[src/rtl/lpf_pixel_source.sv]
// Horizontal 1-2-1 low-pass filter with edge replication feeding a small output FIFO.
// Define LPF_BYPASS_EN to add a bypass input that pushes raw pixels instead of filtered ones.
module lpf_pixel_source #(
    parameter int LINE_WIDTH = 640,
    parameter int FIFO_AW    = 4
) (
    input  logic               clk,
    input  logic               reset_n,
    input  logic               frame_flag,
    input  logic [17:0]        in_pixel,
    input  logic               in_flag,
    input  logic               request_pixel,
`ifdef LPF_BYPASS_EN
    input  logic               bypass,
`endif
    output logic [17:0]        pixel,
    output logic               pixel_flag,
    output logic [FIFO_AW:0]   fifo_count,
    output logic               overflow
);

    localparam int XW = (LINE_WIDTH > 1) ? $clog2(LINE_WIDTH) : 1;
    localparam logic [XW-1:0]    X_LAST = XW'(LINE_WIDTH - 1);
    localparam int DEPTH = 2 ** FIFO_AW;
    localparam logic [FIFO_AW:0] FULL_COUNT = (FIFO_AW + 1)'(DEPTH);

    localparam logic [1:0] ST_IDLE = 2'd0;
    localparam logic [1:0] ST_RUN  = 2'd1;
    localparam logic [1:0] ST_EDGE = 2'd2;

    logic [17:0]        prev_r;
    logic [17:0]        cur_r;
    logic [XW-1:0]      x_r;
    logic [1:0]         state_r;
    logic               push_r;
    logic [17:0]        push_data_r;
    logic [17:0]        mem_r [DEPTH];
    logic [FIFO_AW-1:0] wr_ptr_r;
    logic [FIFO_AW-1:0] rd_ptr_r;

    logic               bypass_s;
    logic [XW-1:0]      eff_x_s;
    logic [1:0]         eff_state_s;
    logic               pop_s;
    logic               full_s;
    logic               wr_en_s;

    // Per-component (a + 2b + c + 2) >> 2; the 8-bit sum peaks at 254, so no component carries.
    function automatic logic [17:0] filt(input logic [17:0] a, input logic [17:0] b,
                                         input logic [17:0] c);
        logic [7:0]  sum;
        logic [17:0] res;
        res = 18'd0;
        for (int k = 0; k < 3; k++) begin
            sum = {2'b00, a[k*6 +: 6]} + {1'b0, b[k*6 +: 6], 1'b0} + {2'b00, c[k*6 +: 6]} + 8'd2;
            res[k*6 +: 6] = sum[7:2];
        end
        return res;
    endfunction

`ifdef LPF_BYPASS_EN
    assign bypass_s = bypass;
`else
    assign bypass_s = 1'b0;
`endif

    // A frame pulse makes this cycle look like the start of a fresh line.
    always_comb begin
        eff_x_s     = x_r;
        eff_state_s = state_r;
        if (frame_flag) begin
            eff_x_s     = {XW{1'b0}};
            eff_state_s = ST_IDLE;
        end else begin
            eff_x_s     = x_r;
            eff_state_s = state_r;
        end
    end

    // FIFO status; a write while full is accepted only if a pop frees a slot in the same cycle.
    always_comb begin
        pop_s   = request_pixel && (fifo_count != {(FIFO_AW + 1){1'b0}});
        full_s  = (fifo_count == FULL_COUNT);
        wr_en_s = push_r && (!full_s || pop_s);
    end

    // Line pipeline: tracks x, shifts prev/cur and stages one push for the following cycle.
    always_ff @(posedge clk) begin
        if (!reset_n) begin
            prev_r      <= 18'd0;
            cur_r       <= 18'd0;
            x_r         <= {XW{1'b0}};
            state_r     <= ST_IDLE;
            push_r      <= 1'b0;
            push_data_r <= 18'd0;
        end else begin
            push_r <= 1'b0;
            if (in_flag && bypass_s) begin
                push_r      <= 1'b1;
                push_data_r <= in_pixel;
                x_r         <= (eff_x_s == X_LAST) ? {XW{1'b0}} : eff_x_s + XW'(1);
                state_r     <= ST_IDLE;
            end else if (in_flag && (eff_x_s == {XW{1'b0}})) begin
                prev_r  <= in_pixel;
                cur_r   <= in_pixel;
                x_r     <= XW'(1);
                state_r <= ST_RUN;
            end else if (in_flag) begin
                push_r      <= 1'b1;
                push_data_r <= filt(prev_r, cur_r, in_pixel);
                prev_r      <= cur_r;
                cur_r       <= in_pixel;
                if (eff_x_s == X_LAST) begin
                    x_r     <= {XW{1'b0}};
                    state_r <= ST_EDGE;
                end else begin
                    x_r     <= eff_x_s + XW'(1);
                    state_r <= ST_RUN;
                end
            end else if (eff_state_s == ST_EDGE) begin
                // prev/cur already shifted, so this is filt(old cur, last, last).
                push_r      <= 1'b1;
                push_data_r <= filt(prev_r, cur_r, cur_r);
                state_r     <= ST_IDLE;
            end else if (frame_flag) begin
                prev_r  <= 18'd0;
                cur_r   <= 18'd0;
                x_r     <= {XW{1'b0}};
                state_r <= ST_IDLE;
            end else begin
                state_r <= state_r;
            end
        end
    end

    // FIFO storage write port.
    always_ff @(posedge clk) begin
        if (wr_en_s) begin
            mem_r[wr_ptr_r] <= push_data_r;
        end else begin
            mem_r[wr_ptr_r] <= mem_r[wr_ptr_r];
        end
    end

    // FIFO pointers, occupancy, sticky overflow and the registered output handshake.
    always_ff @(posedge clk) begin
        if (!reset_n) begin
            wr_ptr_r   <= {FIFO_AW{1'b0}};
            rd_ptr_r   <= {FIFO_AW{1'b0}};
            fifo_count <= {(FIFO_AW + 1){1'b0}};
            pixel      <= 18'd0;
            pixel_flag <= 1'b0;
            overflow   <= 1'b0;
        end else if (frame_flag) begin
            wr_ptr_r   <= {FIFO_AW{1'b0}};
            rd_ptr_r   <= {FIFO_AW{1'b0}};
            fifo_count <= {(FIFO_AW + 1){1'b0}};
            pixel_flag <= 1'b0;
            overflow   <= 1'b0;
        end else begin
            if (wr_en_s) begin
                wr_ptr_r <= wr_ptr_r + FIFO_AW'(1);
            end else begin
                wr_ptr_r <= wr_ptr_r;
            end
            if (pop_s) begin
                pixel      <= mem_r[rd_ptr_r];
                pixel_flag <= 1'b1;
                rd_ptr_r   <= rd_ptr_r + FIFO_AW'(1);
            end else begin
                pixel_flag <= 1'b0;
            end
            fifo_count <= fifo_count + {{FIFO_AW{1'b0}}, wr_en_s} - {{FIFO_AW{1'b0}}, pop_s};
            if (push_r && full_s && !pop_s) begin
                overflow <= 1'b1;
            end else begin
                overflow <= overflow;
            end
        end
    end

endmodule

[config.mk]
export PLATFORM = sky130hd
export DESIGN_NAME = lpf_pixel_source
export DESIGN_NICKNAME = d
export VERILOG_FILES = /design/src/rtl/lpf_pixel_source.sv
export SDC_FILE = /design/constraint.sdc
export NUM_CORES = 1
export LEC_CHECK = 0
export CAP_MARGIN = 10
export CORE_ASPECT_RATIO = 1.75
export CORE_MARGIN = 10
export CORE_UTILIZATION = 60
export CTS_BUF_LIST = sky130_fd_sc_hd__clkbuf_8
export DETAILED_ROUTE_END_ITERATION = 12
export PLACE_DENSITY = 0.78
export SLEW_MARGIN = 30
export SYNTH_ARGS = -nofsm -noshare
export SYNTH_HDL_FRONTEND = slang
export SYNTH_SLANG_ARGS = --single-unit
[constraint.sdc]
create_clock -name clk -period 9.6 [get_ports clk]
set_input_delay 2.88 -clock clk [delete_from_list [all_inputs] [get_ports clk]]
set_output_delay 2.88 -clock clk [all_outputs]
set_load 0.05 [all_outputs]
==> summary.md <==
| Metric | Value |
|---|---|
| Run status | finished, final reports clean |
| Worst Hold Depth | 2 |
| GRT overflow | 0 |
| Finished Core Util | 67.49% |
| Starting Density | 60.57% |
| Sw Ratio | 26.34% |
| Post-synthesis sequential area ratio | 61.43% |
| Yosys top cell area share | 49.88% |
| Crit path kind | input pin to flip-flop |
| Hold endpoint | pixel[3] |
| Worst clock skew | 0.02479 ns |
| Share of layout cells above drive strength 1 | 17.08% |
| FMAX | 0.1984 GHz |
| Required @ worst endpoint | 10.06 ns |
| CTS H-tree depth | 2 |
| GRT Total Usage | 21.06% |
| Vias post-DR | 10,244 |
| Maximum vdd drop | 0.1243 mV |
| Hold path start | pixel[3] |
| RSZ-0062 raised after global routing | no |
| Synthesized Nets | 1,294 |
| Worst r2r src | cur_r[12] |
| Die Area | 0.03636 mm2 |
| Hold Fails Final Rpt | 0 |
| Post-CTS setup buffers | 0 |
| HPWL Detailed | 24.15 mm |
| Mapped cell area | 0.01734 mm2 |
| Sequential Power Share | 51.3% |
| Final setup vio count | 0 |
| Max FO, Critical Path | 32 |
| Area leader, netlist | edfxtp_1 |
| Max Cap Viol | 0 |
| Sink Count | 388 |
| Top cells by area, synth | edfxtp_1, mux4_2, dfxtp_1, ha_1, a21oi_1 |
| Max Slew Vio Count | 0 |
| CTS tree | built |
| FP Rows | 82 |
| Remaining DRCs | 0 |
| Ys Warns | 0 |
| First-pass GRT wire length | 59.31 mm |
| IO buf count | 47 |
| Slew HR | 42.50% |
| Maximum clock insertion buffer count | 3 |
| Most common cell in the netlist | edfxtp_1 |
| Synth cell count leaders | edfxtp_1, dfxtp_1, nor2_1, mux4_2, ha_1 |
| Setup TNS | 0 ns |
| Clock network fraction of total power | 33.0% |
| Number of global-route vias before repair | 10,664 |
| Drt pass-1 iters | 5 |
| Worst r2r path cells | 14 |
| Post-synth EDFFs | 288 |
| Boundary Pins | 48 |
| Vias/cell | 6.145 |
| Initial antenna violation count | 0 |
| Cells after Synth | 1,174 |
| Die Span X | 148.5 um |
| Post-synth ARST share | 0% |
| Avg Synthesized Cell Area | 14.77 um2 |
| Largest net degree at the start of global routing | 70 |
| Final net count | 1,366 |
| Setup crit start kind | input pin |
| Crit path DAT | 5.50 ns |
| Seq cells post-synth | 388 |
| DR WL/cell | 22.62 um |
| Tcrit/Tclk final | 52.51% |
| Placed Cells | 1,570 |
| Synth cell types | 66 |
| Min-delay worst type | flip-flop to flip-flop |
| R2r setup slk | 6.28 ns |
| Root Driver | clkbuf_8 |
| Worst slew pin tran | 0.8625 ns |
| Power Density | 191.1 mW/mm2 |
| Reg2reg end | push_data_r[16] |
| Total routed wirelength | 37.71 mm |
| Core ar. | 0.02863 mm2 |
| Antenna-violating nets left | 0 |
| Psw | 972.4 uW |
| Crit. End Element | flip-flop |
| Final critical-path required period | 5.041 ns |
| Clock Latency Late Sink | 0.60 ns |
| Clk pin slew, worst setup/hold paths | 0.06 ns |
| Clock buffer count from CTS | 51 |
| Combinational Power Share | 15.7% |
| P_int | 2719 uW |
| Synth Flop Type | edfxtp_1 |
| Routability Congestion | 0.8663 |
| Leakage dissipation | 0.006743 uW |
| PostCTS Resize Cnt | 0 |
| Hold_buf cts | 0 |
| Die height | 244.9 um |
| Number of DRC markers in iteration 0 | 965 |
| Layout area overhead | 11.42% |
| Final std cells w/o fill | 1,667 |
## cells by family (layout without fill, tap and decap cells)
group	count (synthesis)	after routing	synth area share, %
buf+inv	97	211	2.461
mux	93	93	11.86
fa+ha+maj	97	97	7.433
flops	388	388	61.43
other cells	0	1	0
xor+xnor	41	41	2.071
compound gates	184	184	7.029
simple gates	274	274	7.715
## sequential cells by signal (all words and copies together), names as in the netlist
name	count
pixel_flag	1
fifo_count	5
x_r	10
state_r	2
overflow	1
push_data_r	18
cur_r	18
pixel	18
mem_r	288
wr_ptr_r	4
push_r	1
prev_r	18
rd_ptr_r	4
## per-stage QoR
stage	hold WS (ns)	setup slack, ns	power (uW)	area, um2
floorplan	0.4480	4.543	2363	17340
global placement	0.4437	3.691	2497	18260
detailed placement	0.4483	3.943	2511	18270
CTS	0.4585	4.583	3718	19290
global route	0.4734	4.398	3848	19320
finish	0.4545	4.559	3692	19320
## placed cells by master (no fill, tap or decap), drive strengths merged, types with 8 or more instances in the layout
master         Yosys  layout
edfxtp           288     288
dfxtp            100     100
nor2              93      93
mux4              90      90
ha                87      87
a21oi             77      77
nand2             66      66
clkbuf            30      55
inv               42      53
clkdlybuf4s50      0      46
buf               25      28
nor3              26      26
clkinv             0      23
xnor2             22      22
o21ai             21      21
xor2              19      19
a222oi            18      18
nor3b             16      16
nor2b             15      15
nand2b            15      15
a21o              13      13
fa                10      10
o21a               9       9
nand3b             8       8
## worst max-delay path, cell delays in order
cell and delay, ns:
clkdlybuf4s50_1 0.39, buf_4 0.25, nor2b_1 0.33, inv_1 0.09, ha_1 0.27, a21oi_4 0.55, nor2_1 0.36, a211oi_1 0.30
nor3_1 0.07
## power by group through the flow
stage	Sequential (uW)	Clock (uW)	Combinational, uW
after detailed placement	1930	0	578
after CTS	1900	1240	582
after global routing	1900	1310	637
after floorplan	1960	0	401
after global placement	1930	0	568
final	1890	1220	580
## layout make-up
type	instances	area (um2)
flip-flops and latches	388	10660
fillers	1937	9306
multi-input cells	689	6325
clock buffers	55	757.0
repair buffers	74	688.2
well taps	378	473.0
clock inverters	40	260.3
inverters	42	157.7
diodes	1	2.502
## metal layers
layer  global-route usage, %  share of wire [%]
met1                   22.67                 35
met2                   38.88                 56
met3                   3.500                5.8
met4                   10.01                3.8
met5                       0                  0
## worst max-delay path by stage
| stage | startpoint | end | slack (ns) | cells past startpoint |
|---|---|---|---|---|
| finish | frame_flag | push_data_r[1] | 4.56 | 9 |
| floorplan | request_pixel | mem_r[0][0] | 4.54 | 5 |
| global placement | frame_flag | push_data_r[7] | 3.69 | 9 |
| detailed placement | frame_flag | push_data_r[1] | 3.94 | 9 |
| global route | frame_flag | push_data_r[7] | 4.40 | 9 |
| CTS | frame_flag | push_data_r[1] | 4.58 | 9 |
Note: power is estimated with default switching activity, not from simulation.
